==> config.mk <==
export PLATFORM = sky130hd
export DESIGN_NAME = cpu_axi_bridge
export DESIGN_NICKNAME = d
export VERILOG_FILES = /design/src/rtl/cpu_axi_bridge_pkg.sv /design/src/rtl/cpu_axi_bridge.sv
export SDC_FILE = /design/constraint.sdc
export NUM_CORES = 1
export LEC_CHECK = 0
export CAP_MARGIN = 5
export CORE_AREA = 2 2 113 115
export CTS_CLUSTER_DIAMETER = 40
export DETAILED_ROUTE_END_ITERATION = 10
export DIE_AREA = 0 0 115 117
export GPL_TIMING_DRIVEN = 0
export PLACE_DENSITY = 0.87
export SYNTH_ARGS = -nofsm -noshare
export SYNTH_HDL_FRONTEND = slang
export SYNTH_SLANG_ARGS = --single-unit
==> constraint.sdc <==
create_clock -name clk -period 3.7 [get_ports clk]
set_input_delay 0.555 -clock clk [delete_from_list [all_inputs] [get_ports clk]]
set_output_delay 0.555 -clock clk [all_outputs]
set_load 0.02 [all_outputs]
==> src/rtl/cpu_axi_bridge_pkg.sv <==
// Shared types and AXI constants for cpu_axi_bridge.
// Optional response checking is enabled by CPU_AXI_BRIDGE_RESP_CHECK_EN.
package cpu_axi_bridge_pkg;

  localparam int unsigned ID_W    = 4;
  localparam int unsigned ADDR_W  = 32;
  localparam int unsigned DATA_W  = 32;
  localparam int unsigned LEN_W   = 4;
  localparam int unsigned SIZE_W  = 3;
  localparam int unsigned BURST_W = 2;
  localparam int unsigned STRB_W  = 4;
  localparam int unsigned RESP_W  = 2;

  localparam logic [BURST_W-1:0] BURST_INCR = 2'b01;
  localparam logic [SIZE_W-1:0]  SIZE_WORD  = 3'b010;
  localparam logic [RESP_W-1:0]  RESP_OKAY  = 2'b00;
  localparam logic [LEN_W-1:0]   LEN_SINGLE = 4'd0;

  typedef enum logic [2:0] {
    IDLE,
    RD_ADDR,
    RD_DATA,
    WR_REQ,
    WR_RESP,
    DONE
  } state_t;

  // Request payload captured in IDLE and held until its handshake.
  typedef struct packed {
    logic [ADDR_W-1:0] addr;
    logic [DATA_W-1:0] data;
    logic [STRB_W-1:0] strb;
  } req_t;

endpackage

==> src/rtl/cpu_axi_bridge.sv <==
// CPU memory port to single-beat AXI4 master bridge; one instance per port.
// Define CPU_AXI_BRIDGE_RESP_CHECK_EN to latch non-OKAY R/B responses into resp_err.
module cpu_axi_bridge
  import cpu_axi_bridge_pkg::*;
#(
  parameter logic [ID_W-1:0] MASTER_ID = ID_W'(0)
) (
  input  logic               clk,
  input  logic               rst,
  input  logic               req_read,
  input  logic               req_write,
  input  logic [ADDR_W-1:0]  req_addr,
  input  logic [STRB_W-1:0]  req_wtype,
  input  logic [DATA_W-1:0]  req_wdata,
  output logic [DATA_W-1:0]  rdata,
  output logic               stall,
  output logic               resp_err,
  output logic [ID_W-1:0]    ARID,
  output logic [ADDR_W-1:0]  ARADDR,
  output logic [LEN_W-1:0]   ARLEN,
  output logic [SIZE_W-1:0]  ARSIZE,
  output logic [BURST_W-1:0] ARBURST,
  output logic               ARVALID,
  input  logic               ARREADY,
  input  logic [ID_W-1:0]    RID,
  input  logic [DATA_W-1:0]  RDATA,
  input  logic [RESP_W-1:0]  RRESP,
  input  logic               RLAST,
  input  logic               RVALID,
  output logic               RREADY,
  output logic [ID_W-1:0]    AWID,
  output logic [ADDR_W-1:0]  AWADDR,
  output logic [LEN_W-1:0]   AWLEN,
  output logic [SIZE_W-1:0]  AWSIZE,
  output logic [BURST_W-1:0] AWBURST,
  output logic               AWVALID,
  input  logic               AWREADY,
  output logic [DATA_W-1:0]  WDATA,
  output logic [STRB_W-1:0]  WSTRB,
  output logic               WLAST,
  output logic               WVALID,
  input  logic               WREADY,
  input  logic [ID_W-1:0]    BID,
  input  logic [RESP_W-1:0]  BRESP,
  input  logic               BVALID,
  output logic               BREADY
);

  state_t state, state_next;
  req_t   cap;
  logic   aw_done, w_done;
  logic   unused_in;

  always_ff @(posedge clk or negedge rst) begin
    if (!rst) state <= IDLE;
    else      state <= state_next;
  end

  // Next state and handshake outputs; VALIDs decode registered state only.
  always_comb begin
    state_next = state;
    ARVALID    = 1'b0;
    RREADY     = 1'b0;
    AWVALID    = 1'b0;
    WVALID     = 1'b0;
    BREADY     = 1'b0;
    stall      = 1'b0;
    case (state)
      IDLE: begin
        stall = req_read || req_write;
        if (req_read)       state_next = RD_ADDR;
        else if (req_write) state_next = WR_REQ;
      end
      RD_ADDR: begin
        stall   = 1'b1;
        ARVALID = 1'b1;
        if (ARREADY) state_next = RD_DATA;
      end
      RD_DATA: begin
        stall  = 1'b1;
        RREADY = 1'b1;
        if (RVALID) state_next = DONE;
      end
      WR_REQ: begin
        stall   = 1'b1;
        AWVALID = !aw_done;
        WVALID  = !w_done;
        if ((aw_done || AWREADY) && (w_done || WREADY)) state_next = WR_RESP;
      end
      WR_RESP: begin
        stall  = 1'b1;
        BREADY = 1'b1;
        if (BVALID) state_next = DONE;
      end
      DONE:    state_next = IDLE;
      default: state_next = IDLE;
    endcase
  end

  // Request capture, per-channel write completion flags and read data return.
  always_ff @(posedge clk or negedge rst) begin
    if (!rst) begin
      cap     <= '0;
      aw_done <= 1'b0;
      w_done  <= 1'b0;
      rdata   <= '0;
    end else begin
      if (state == IDLE) begin
        aw_done <= 1'b0;
        w_done  <= 1'b0;
        if (req_read) begin
          cap.addr <= req_addr;
        end else if (req_write) begin
          cap.addr <= req_addr;
          cap.data <= req_wdata;
          cap.strb <= ~req_wtype;
        end
      end
      if (AWVALID && AWREADY) aw_done <= 1'b1;
      if (WVALID && WREADY)   w_done  <= 1'b1;
      if (state == RD_DATA && RVALID) rdata <= RDATA;
    end
  end

  assign ARID    = MASTER_ID;
  assign ARADDR  = cap.addr;
  assign ARLEN   = LEN_SINGLE;
  assign ARSIZE  = SIZE_WORD;
  assign ARBURST = BURST_INCR;
  assign AWID    = MASTER_ID;
  assign AWADDR  = cap.addr;
  assign AWLEN   = LEN_SINGLE;
  assign AWSIZE  = SIZE_WORD;
  assign AWBURST = BURST_INCR;
  assign WDATA   = cap.data;
  assign WSTRB   = cap.strb;
  assign WLAST   = 1'b1;

`ifdef CPU_AXI_BRIDGE_RESP_CHECK_EN
  // Sticky until reset; the read data is still returned on an errored read.
  always_ff @(posedge clk or negedge rst) begin
    if (!rst) begin
      resp_err <= 1'b0;
    end else if ((state == RD_DATA && RVALID && RRESP != RESP_OKAY) ||
                 (state == WR_RESP && BVALID && BRESP != RESP_OKAY)) begin
      resp_err <= 1'b1;
    end
  end
  assign unused_in = ^{RID, BID, RLAST};
`else
  assign resp_err  = 1'b0;
  assign unused_in = ^{RID, BID, RLAST, RRESP, BRESP};
`endif

endmodule

# Yosys cells after proc, flatten, opt, wreduce, memory -nomap -nowiden
# Index checks and enable logic that the tools add are counted.
# totals
elab_cells,53
regBits,105
# classes
reduce_logical,17
muxes,18
bitwise,2
eq_ne,9
# op_table
cell,n
68-bit two-way mux,1
32-bit two-way mux,1
3-bit two-way mux,6
3-bit case mux with 5 select lines,1
1-bit two-way mux,8
"2-bit inequality test, second input constant",4
"3-bit by 2-bit == test with 1-bit output, second input constant",2
2-bit nonzero test,3
5-bit AND reduction,1
1-bit logical AND,4
4-bit NOT,1
4-bit OR reduction,1
"3-bit by 1-bit == test with 1-bit output, second input constant",1
"3-bit == test, second input constant",1
3-bit zero test,1
1-bit logical OR,3
"3-bit inequality test, second input constant",1
3-bit AND reduction,1
1-bit zero test,2
1-bit case mux with 2 select lines,1
2-bit AND reduction,1
1-bit NOT,1

# Longest topological paths before layout
# Gate-level depths: netlist of the first run.
# logic_depth
ltp_word,4
mapped_depth,6
mapped_depth_nobuf,4

# Worst setup path after synthesis of the first run
# No wires, ideal clock.
# synth_timing
path_type,flip-flop to flip-flop
start,register state[0]
end,register state[0]
t_arrival_ns,1.893
path_buffers,1
stages_incl_launch_ff,6
path_slack_ns,1.683
setup_ns,0.125
path_cell_list,dfrtp_1 > buf_2 > nor3b_1 > a21oi_1 > o311ai_2 > mux2_2
# synth_between
elab_chain_cells,3
word_cells_on_any_way,12
# synth_rtl
element,line,text
start: declaration,cpu_axi_bridge.sv:49,"state_t state, state_next;"
start signal: assignment,cpu_axi_bridge.sv:56,else state <= state_next;
"3-bit by 2-bit == test with 1-bit output, or another cell as far along",cpu_axi_bridge.sv:68,case (state)
2-bit inequality test (no source line) or 3-bit inequality test (tied branches),-,
5-bit AND reduction (no source line),-,
# Parallel ways exist; a longest one is shown, timed or not.
# A chain may end at the register's enable or synchronous reset.

# Worst setup path after layout of the first run
# layout_timing
start,register state[0]
end,output BREADY
# layout_between
elab_chain_cells,2
# layout_rtl
element,line,text
3-bit == test,cpu_axi_bridge.sv:68,
1-bit two-way mux,cpu_axi_bridge.sv:68,
end: declaration,cpu_axi_bridge.sv:46,output logic BREADY
# Every way passes these cells.

==> results of run 1 <==
-- cell usage in the layout, fill, tap and decap left out, drive strengths merged, types with 2 or more instances in the layout --
cell / count
buf: 73
nand2: 6
nor3: 2
clkinv: 2
dfrtp: 105
a21oi: 5
clkbuf: 14
o21ai: 5
nor2: 4
mux2: 98
clkdlybuf4s50: 245
conb: 28
inv: 3
o2bb2ai: 2
-- critical path, cell delays in order (launching register included) --
cell,delay (ps)
dfrtp_1,360
buf_2,180
nor3b_1,500
clkdlybuf4s50_1,730
-- routing by layer --
layer	global-route usage [%]	part of all wire (%)	vias to the layer above
met2	29.8	52	170
met5	0	0	-
li1	-	-	1560
met3	5.61	9.0	22
met4	6.83	2.6	0
met1	17.7	36	1617
-- final timing paths --
| path | from | to | slack (ps) | depth (start not counted) |
|---|---|---|---|---|
| setup / recovery | state[0]$_DFFE_PN0P_ | BREADY | 1040 | 3 |
| hold / removal | rst | rdata[28]$_DFFE_PN0P_ | 260 | 1 |
| setup reg to reg | state[2]$_DFFE_PN0P_ | ARADDR[10]$_DFFE_PN0P_ | 1760 | 5 |
| hold reg to reg | WSTRB[1]$_DFFE_PN0P_ | WSTRB[1]$_DFFE_PN0P_ | 480 | 2 |
| max in group asynchronous | rst | ARADDR[11]$_DFFE_PN0P_ | 2760 | 2 |
| min in group clk | WSTRB[1]$_DFFE_PN0P_ | WSTRB[1]$_DFFE_PN0P_ | 480 | 2 |
-- flip-flops by register name (all words and copies together) (netlist names) --
name     flops
ARADDR      32
WDATA       32
WSTRB        4
aw_done      1
rdata       32
state        3
w_done       1
-- cell usage after synthesis, drive strengths merged --
cell / number
nor2: 4
or2: 1
nor3: 2
a32oi: 1
o21ai: 5
nor3b: 1
o2bb2ai: 2
and2: 1
a2bb2oi: 1
a21boi: 1
conb: 2
o311ai: 1
and3: 1
buf: 71
nor4b: 1
a21oi: 5
nor2b: 1
dfrtp: 105
o22ai: 1
clkbuf: 2
inv: 2
mux2: 98
nand3b: 1
nand2: 6
-- cell type report --
type,count,share of cell area (%)
Buffer,73,7.14
Timing Repair Buffer,247,32.9
Multi-Input combinational cell,162,18.9
Clock inverter,4,0.347
Clock buffer,12,3.39
Tap cell,150,2.48
Inverter,2,0.0992
Sequential cell,105,34.7
-- power by group through the flow --
| stage | clock network, uW | logic, uW | registers, uW |
|---|---|---|---|
| 2_1_floorplan | 0 | 1480 | 2760 |
| 3_3_place_gp | 0 | 3970 | 2090 |
| 3_5_place_dp | 0 | 4050 | 2130 |
| 4_1_cts | 931 | 4070 | 2110 |
| 5_1_grt | 979 | 4240 | 2180 |
| 6_report | 902 | 4020 | 2100 |
-- kinds of logic (layout without fill, tap and decap cells) --
kind of cell	count (synthesis)	after routing	synth area share (%)
AO/OA/AOI/OAI	17	17	2.55
buffers and inverters	75	338	12.1
flip-flops	105	105	58.2
multiplexers	98	98	24.5
other	2	28	0.166
AND/OR/NAND/NOR	19	19	2.44
-- per-stage QoR --
step | instances | power [uW]
after floorplan | 342 | 4240
after global placement | 738 | 6060
after detailed placement | 739 | 6190
after CTS | 755 | 7110
after global routing | 755 | 7400
final | 755 | 7030
==> reports/results.tsv, run 1 <==
stage	metric	value	unit
outcome	outcome	complete, no violations	
detailed_routing	TritonRoute pass-1 iters	4	
sta	setup slack after layout	1040	ps
detailed_routing	DRT iter0 DRCs	119	
yosys	Mean Syn Cell Area	14.3	um^2
flow_run	max cap viols	0	
power_and_ir_drop	Pleak	0.00329	uW
place	DP HPWL	9290	um
global_routing	pin count of the biggest net entering global routing	55	
clock_network	cts bufs inserted	9	
setup_path	Crit Path Max Fanout	10	
sta	worst hold margin	260	ps
setup_path	Required @ worst endpoint	3140	ps
yosys	#FFs+latches synth	105	
global_routing	gr usage total	16.5	%
floorplanning	core footprint	12300	um^2
floorplanning	die height	117	um
setup_path	worst path arrival time	2100	ps
cells_and_area	Fillers	976	
yosys	Yosys warnings	0	
power_and_ir_drop	power per cell area	929	nW/um^2
place	I/O Buffers	246	
yosys	cell area after synthesis	4510	um^2
sta	worst-margin pin slew	708	ps
clock_network	Post-CTS Hold Buffers	0	
detailed_routing	DRT antenna net count	0	
place	post-placement cell area	7280	um^2
detailed_routing	Routed wire per std cell	15.2	um
sta	Final Max Slew Viols	0	
power_and_ir_drop	sw frac	36.6	%
place	global placement routability congestion	0.736	
cells_and_area	register area	2630	um^2
sta	Final setup viols	0	
yosys	synth unique cells	29	
setup_path	CP Launch Type	flip-flop	
detailed_routing	Vias	3369	
power_and_ir_drop	NetSw	2570	uW
clock_network	Worst-Skew Late Latency	340	ps
power_and_ir_drop	internal power	4450	uW
cells_and_area	number of diodes	0	
min_path	Hold WC Path Type	in -> async	
cells_and_area	Nets	722	
yosys	Yosys top cell area share	58.2	%
yosys	register area share after synthesis	58.2	%
setup_path	Setup CP Type	reg -> out	
power_and_ir_drop	Gate power share	57.2	%
clock_network	clk root buf	clkbuf_16	
global_routing	antenna violations before repair	0	
floorplanning	Initial Util	36.6	%
sta	RSZ-0062 raised after global routing	false	
clock_network	post-CTS sizing	0	
floorplanning	Ports	288	
clock_network	Reg clk slew, reported paths	70	ps
power_and_ir_drop	maximum vdd drop	0.422	mV
clock_network	CTS Sinks	105	
sta	relative slew slack	52.8	%
yosys	main area contributors after synthesis	dfrtp_1 58%, mux2_2 24%, buf_4 10%, buf_6 0.75%, a21oi_1 0.55%	
sta	minimum clock period	2660	ps
clock_network	CTS tree	done	
setup_path	Worst setup EP type	output pin	
floorplanning	die width	115	um
sta	Fin. Hold Viols	0	
detailed_routing	drt total wl	11500	um
power_and_ir_drop	Sequential Power Share	29.9	%
sta	Layout Skew	5.76	ps
floorplanning	Die Footprint	13500	um^2
detailed_routing	DRC viols	0	
cells_and_area	post-layout util	61.5	%
sta	crit share post-route	71.9	%
place	dpl ws	1130	ps
global_routing	vias in the first global route	3489	
cells_and_area	Multi-input gate area	1430	um^2
detailed_routing	vias per cell	4.46	
global_routing	global route overflow	0	
cells_and_area	Final Instance Area	7570	um^2
sta	Max Fclk	376	MHz
clock_network	H-tree Lvls	3	
cells_and_area	share of layout cells above drive strength 1	31.2	%
cells_and_area	Syn-to-layout area delta	67.7	%
global_routing	first-pass GRT wire length	17100	um
clock_network	number of setup buffers added after CTS	0	
power_and_ir_drop	Clock Power Share	12.8	%
sta	Setup TNS	0	ps
floorplanning	row cnt	41	
clock_network	Clock Path Buffers	2	
yosys	cell taking the most area after synthesis	dfrtp_1	
yosys	Post-Syn Instances	316	
(Power assumes the default switching activity.)
==> run 2, diff against run 1 <==
CORE_AREA = default   (was 2 2 113 115)
CORE_UTILIZATION = 33   (was default)
DIE_AREA = default   (was 0 0 115 117)
PLACE_DENSITY = 0.83   (was 0.87)
clock period = 2.15 ns   (was 3.7 ns; I/O delays follow)
==> run 2 against run 1 <==
Effect of this change:
- non-clock buffer count did not move
- die area rose by 5.1%
- register-to-register slack worse by 1600 ps
- wire length about the same
- worst hold slack got worse by 240 ps
- largest cell class unchanged
- power grew 70%
- first-iteration DRC count shrank 43%
- final cell count is 3.2% higher
==> reports/results.tsv, run 2 (synthesized netlist as in run 1, its figures left out) <==
stage	metric	value	unit	change
sta	Layout Skew	8.97	ps	+3.21 ps
detailed_routing	TritonRoute pass-1 iters	4		unchanged
cells_and_area	Nets	722		unchanged
setup_path	Crit Path Max Fanout	7		-3
sta	Fin. Hold Viols	0		unchanged
floorplanning	core footprint	13300	um^2	+8.0%
detailed_routing	Vias	3368		-0.030%
global_routing	first-pass GRT wire length	18500	um	+8.2%
cells_and_area	Fillers	1080		+11%
clock_network	CTS Sinks	105		unchanged
global_routing	pin count of the biggest net entering global routing	54		-1.8%
global_routing	antenna violations before repair	0		unchanged
detailed_routing	DRT iter0 DRCs	68		-43%
detailed_routing	vias per cell	4.32		-3.1%
setup_path	FF-to-FF End	ARADDR[18]$_DFFE_PN0P_		
floorplanning	Ports	288		unchanged
floorplanning	Initial Util	33.9	%	-2.7 points
floorplanning	Die Footprint	14100	um^2	+5.1%
cells_and_area	most frequent cells in the layout	239 x clkdlybuf4s50_1, 104 x dfrtp_1, 97 x mux2_2, 64 x buf_4, 28 x conb_1		
setup_path	Setup CP Type	reg -> out		
setup_path	CP Launch Type	flip-flop		
flow_run	max cap viols	0		unchanged
sta	minimum clock period	2010	ps	
sta	Max Fclk	497	MHz	
sta	relative slew slack	52.7	%	-0.15 points
global_routing	vias in the first global route	3636		+4.2%
setup_path	r2r worst-path depth	5		unchanged
detailed_routing	drt total wl	11500	um	about the same
clock_network	Worst-Skew Late Latency	340	ps	about the same
power_and_ir_drop	power per cell area	1580	nW/um^2	+70%
clock_network	Reg clk slew, reported paths	70	ps	about the same
place	DP HPWL	9160	um	-1.3%
clock_network	H-tree Lvls	3		unchanged
cells_and_area	Syn-to-layout area delta	67.8	%	about the same
sta	crit share post-route	93.6	%	
sta	Final setup viols	0		unchanged
cells_and_area	number of diodes	0		unchanged
sta	worst-margin pin slew	710	ps	+2.24 ps
setup_path	Required @ worst endpoint	1830	ps	-1310 ps
setup_path	R2R Setup Slk	150	ps	-1610 ps
sta	RSZ-0062 raised after global routing	false		
detailed_routing	DRT antenna net count	0		unchanged
sta	Final Max Slew Viols	0		unchanged
clock_network	clk root buf	clkbuf_16		
floorplanning	die height	119	um	+1.6%
place	global placement routability congestion	0.744		+1.2%
global_routing	gr usage total	17.0	%	+0.50 points
clock_network	Clock Path Buffers	2		unchanged
detailed_routing	DRC viols	0		unchanged
setup_path	worst path arrival time	1690	ps	-410 ps
sta	worst hold margin	22.6	ps	-238 ps
global_routing	global route overflow	0		unchanged
cells_and_area	share of layout cells above drive strength 1	31.0	%	-0.23 points
min_path	Hold WC Path Type	in -> async		
detailed_routing	Routed wire per std cell	14.8	um	-3.1%
power_and_ir_drop	Pleak	0.00329	uW	+0.15%
floorplanning	die width	119	um	+3.4%
power_and_ir_drop	maximum vdd drop	0.674	mV	+60%
outcome	outcome	complete, no violations		
clock_network	cts bufs inserted	9		unchanged
place	I/O Buffers	246		unchanged
setup_path	Worst setup EP type	output pin		
clock_network	CTS tree	done		
floorplanning	row cnt	42		+2.4%
sta	Setup TNS	0	ps	unchanged
cells_and_area	commonest non-fill, non-tap cell in the layout	clkdlybuf4s50_1		
setup_path	FF-to-FF Start	state[2]$_DFFE_PN0P_		
-- run 2: cell types whose count changed in the layout (fill, tap and decap cells not counted), moves of 2 or more --
cell / previous run / this run
clkdlybuf4s50_1: 245 / 239
clkbuf_8: 2 / 0
clkbuf_1: 2 / 5
dlygate4sd2_1: 0 / 6
-- run 2: layer usage --
layer	wire, um	share of wire, %	vias up	global-route usage [%]
li1	-	-	1556	-
met3	903	7.9	16	6.23
met2	6080	53	171	30.6
met1	4300	37	1625	18.1
met4	214	1.9	0	6.17
met5	0	0	-	0
-- run 2: worst max-delay path, cell delays in order, from the launching register on --
cell and delay [ps]:
dfrtp_1 470, or2_1 250, buf_2 170, nor2_1 110, dlygate4sd2_1 340
-- run 2: layout make-up --
cell class	count	area (um^2)	area share, %
sequential	105	2630	34.7
timing repair buffer	247	2480	32.8
multi-input combinational	162	1450	19.1
buffer	73	541	7.14
clock buffer	13	240	3.17
tap	176	220	2.91
inverter	2	7.51	0.0992
clock inverter	1	5.00	0.0661
-- run 2: worst max-delay path by stage --
stage / end / slack, ps / startpoint
after global placement: ARADDR[16]$_DFFE_PN0P_ / -3050 / rst
final: ARVALID / 140 / state[2]$_DFFE_PN0P_
after floorplan: state[0]$_DFFE_PN0P_ / 130 / state[0]$_DFFE_PN0P_
after detailed placement: stall / 90 / req_read
after global routing: ARADDR[4]$_DFFE_PN0P_ / 70 / state[2]$_DFFE_PN0P_
after CTS: ARVALID / 140 / state[2]$_DFFE_PN0P_
-- run 2: what timing repair did --
item / CTS / global route
buffers inserted: 0 / 0
hold buffers: 0 / 0
resized for setup: 10 / 0
endpoints found under the setup margin: 6 / 0
-- run 2: metrics by stage --
| stage | instances | power, uW | worst slack (ps) | utilization (%) | area [um^2] |
|---|---|---|---|---|---|
| 2_1_floorplan | 342 | 7300 | 133 | - | 4610 |
| 3_3_place_gp | 764 | 10400 | -3050 | 54.8 | 7290 |
| 3_5_place_dp | 765 | 10600 | 89.0 | 55.0 | 7320 |
| 4_1_cts | 779 | 12100 | 143 | 56.9 | 7570 |
| 5_1_grt | 779 | 12600 | 66.5 | 56.9 | 7570 |
| 6_report | 779 | 12000 | 138 | 56.9 | 7570 |
-- run 2: power breakdown --
| part | internal, uW | total (uW) | switching [uW] |
|---|---|---|---|
| Clock | 772 | 1420 | 646 |
| Sequential | 2990 | 3640 | 648 |
| Combinational | 3800 | 6900 | 3090 |
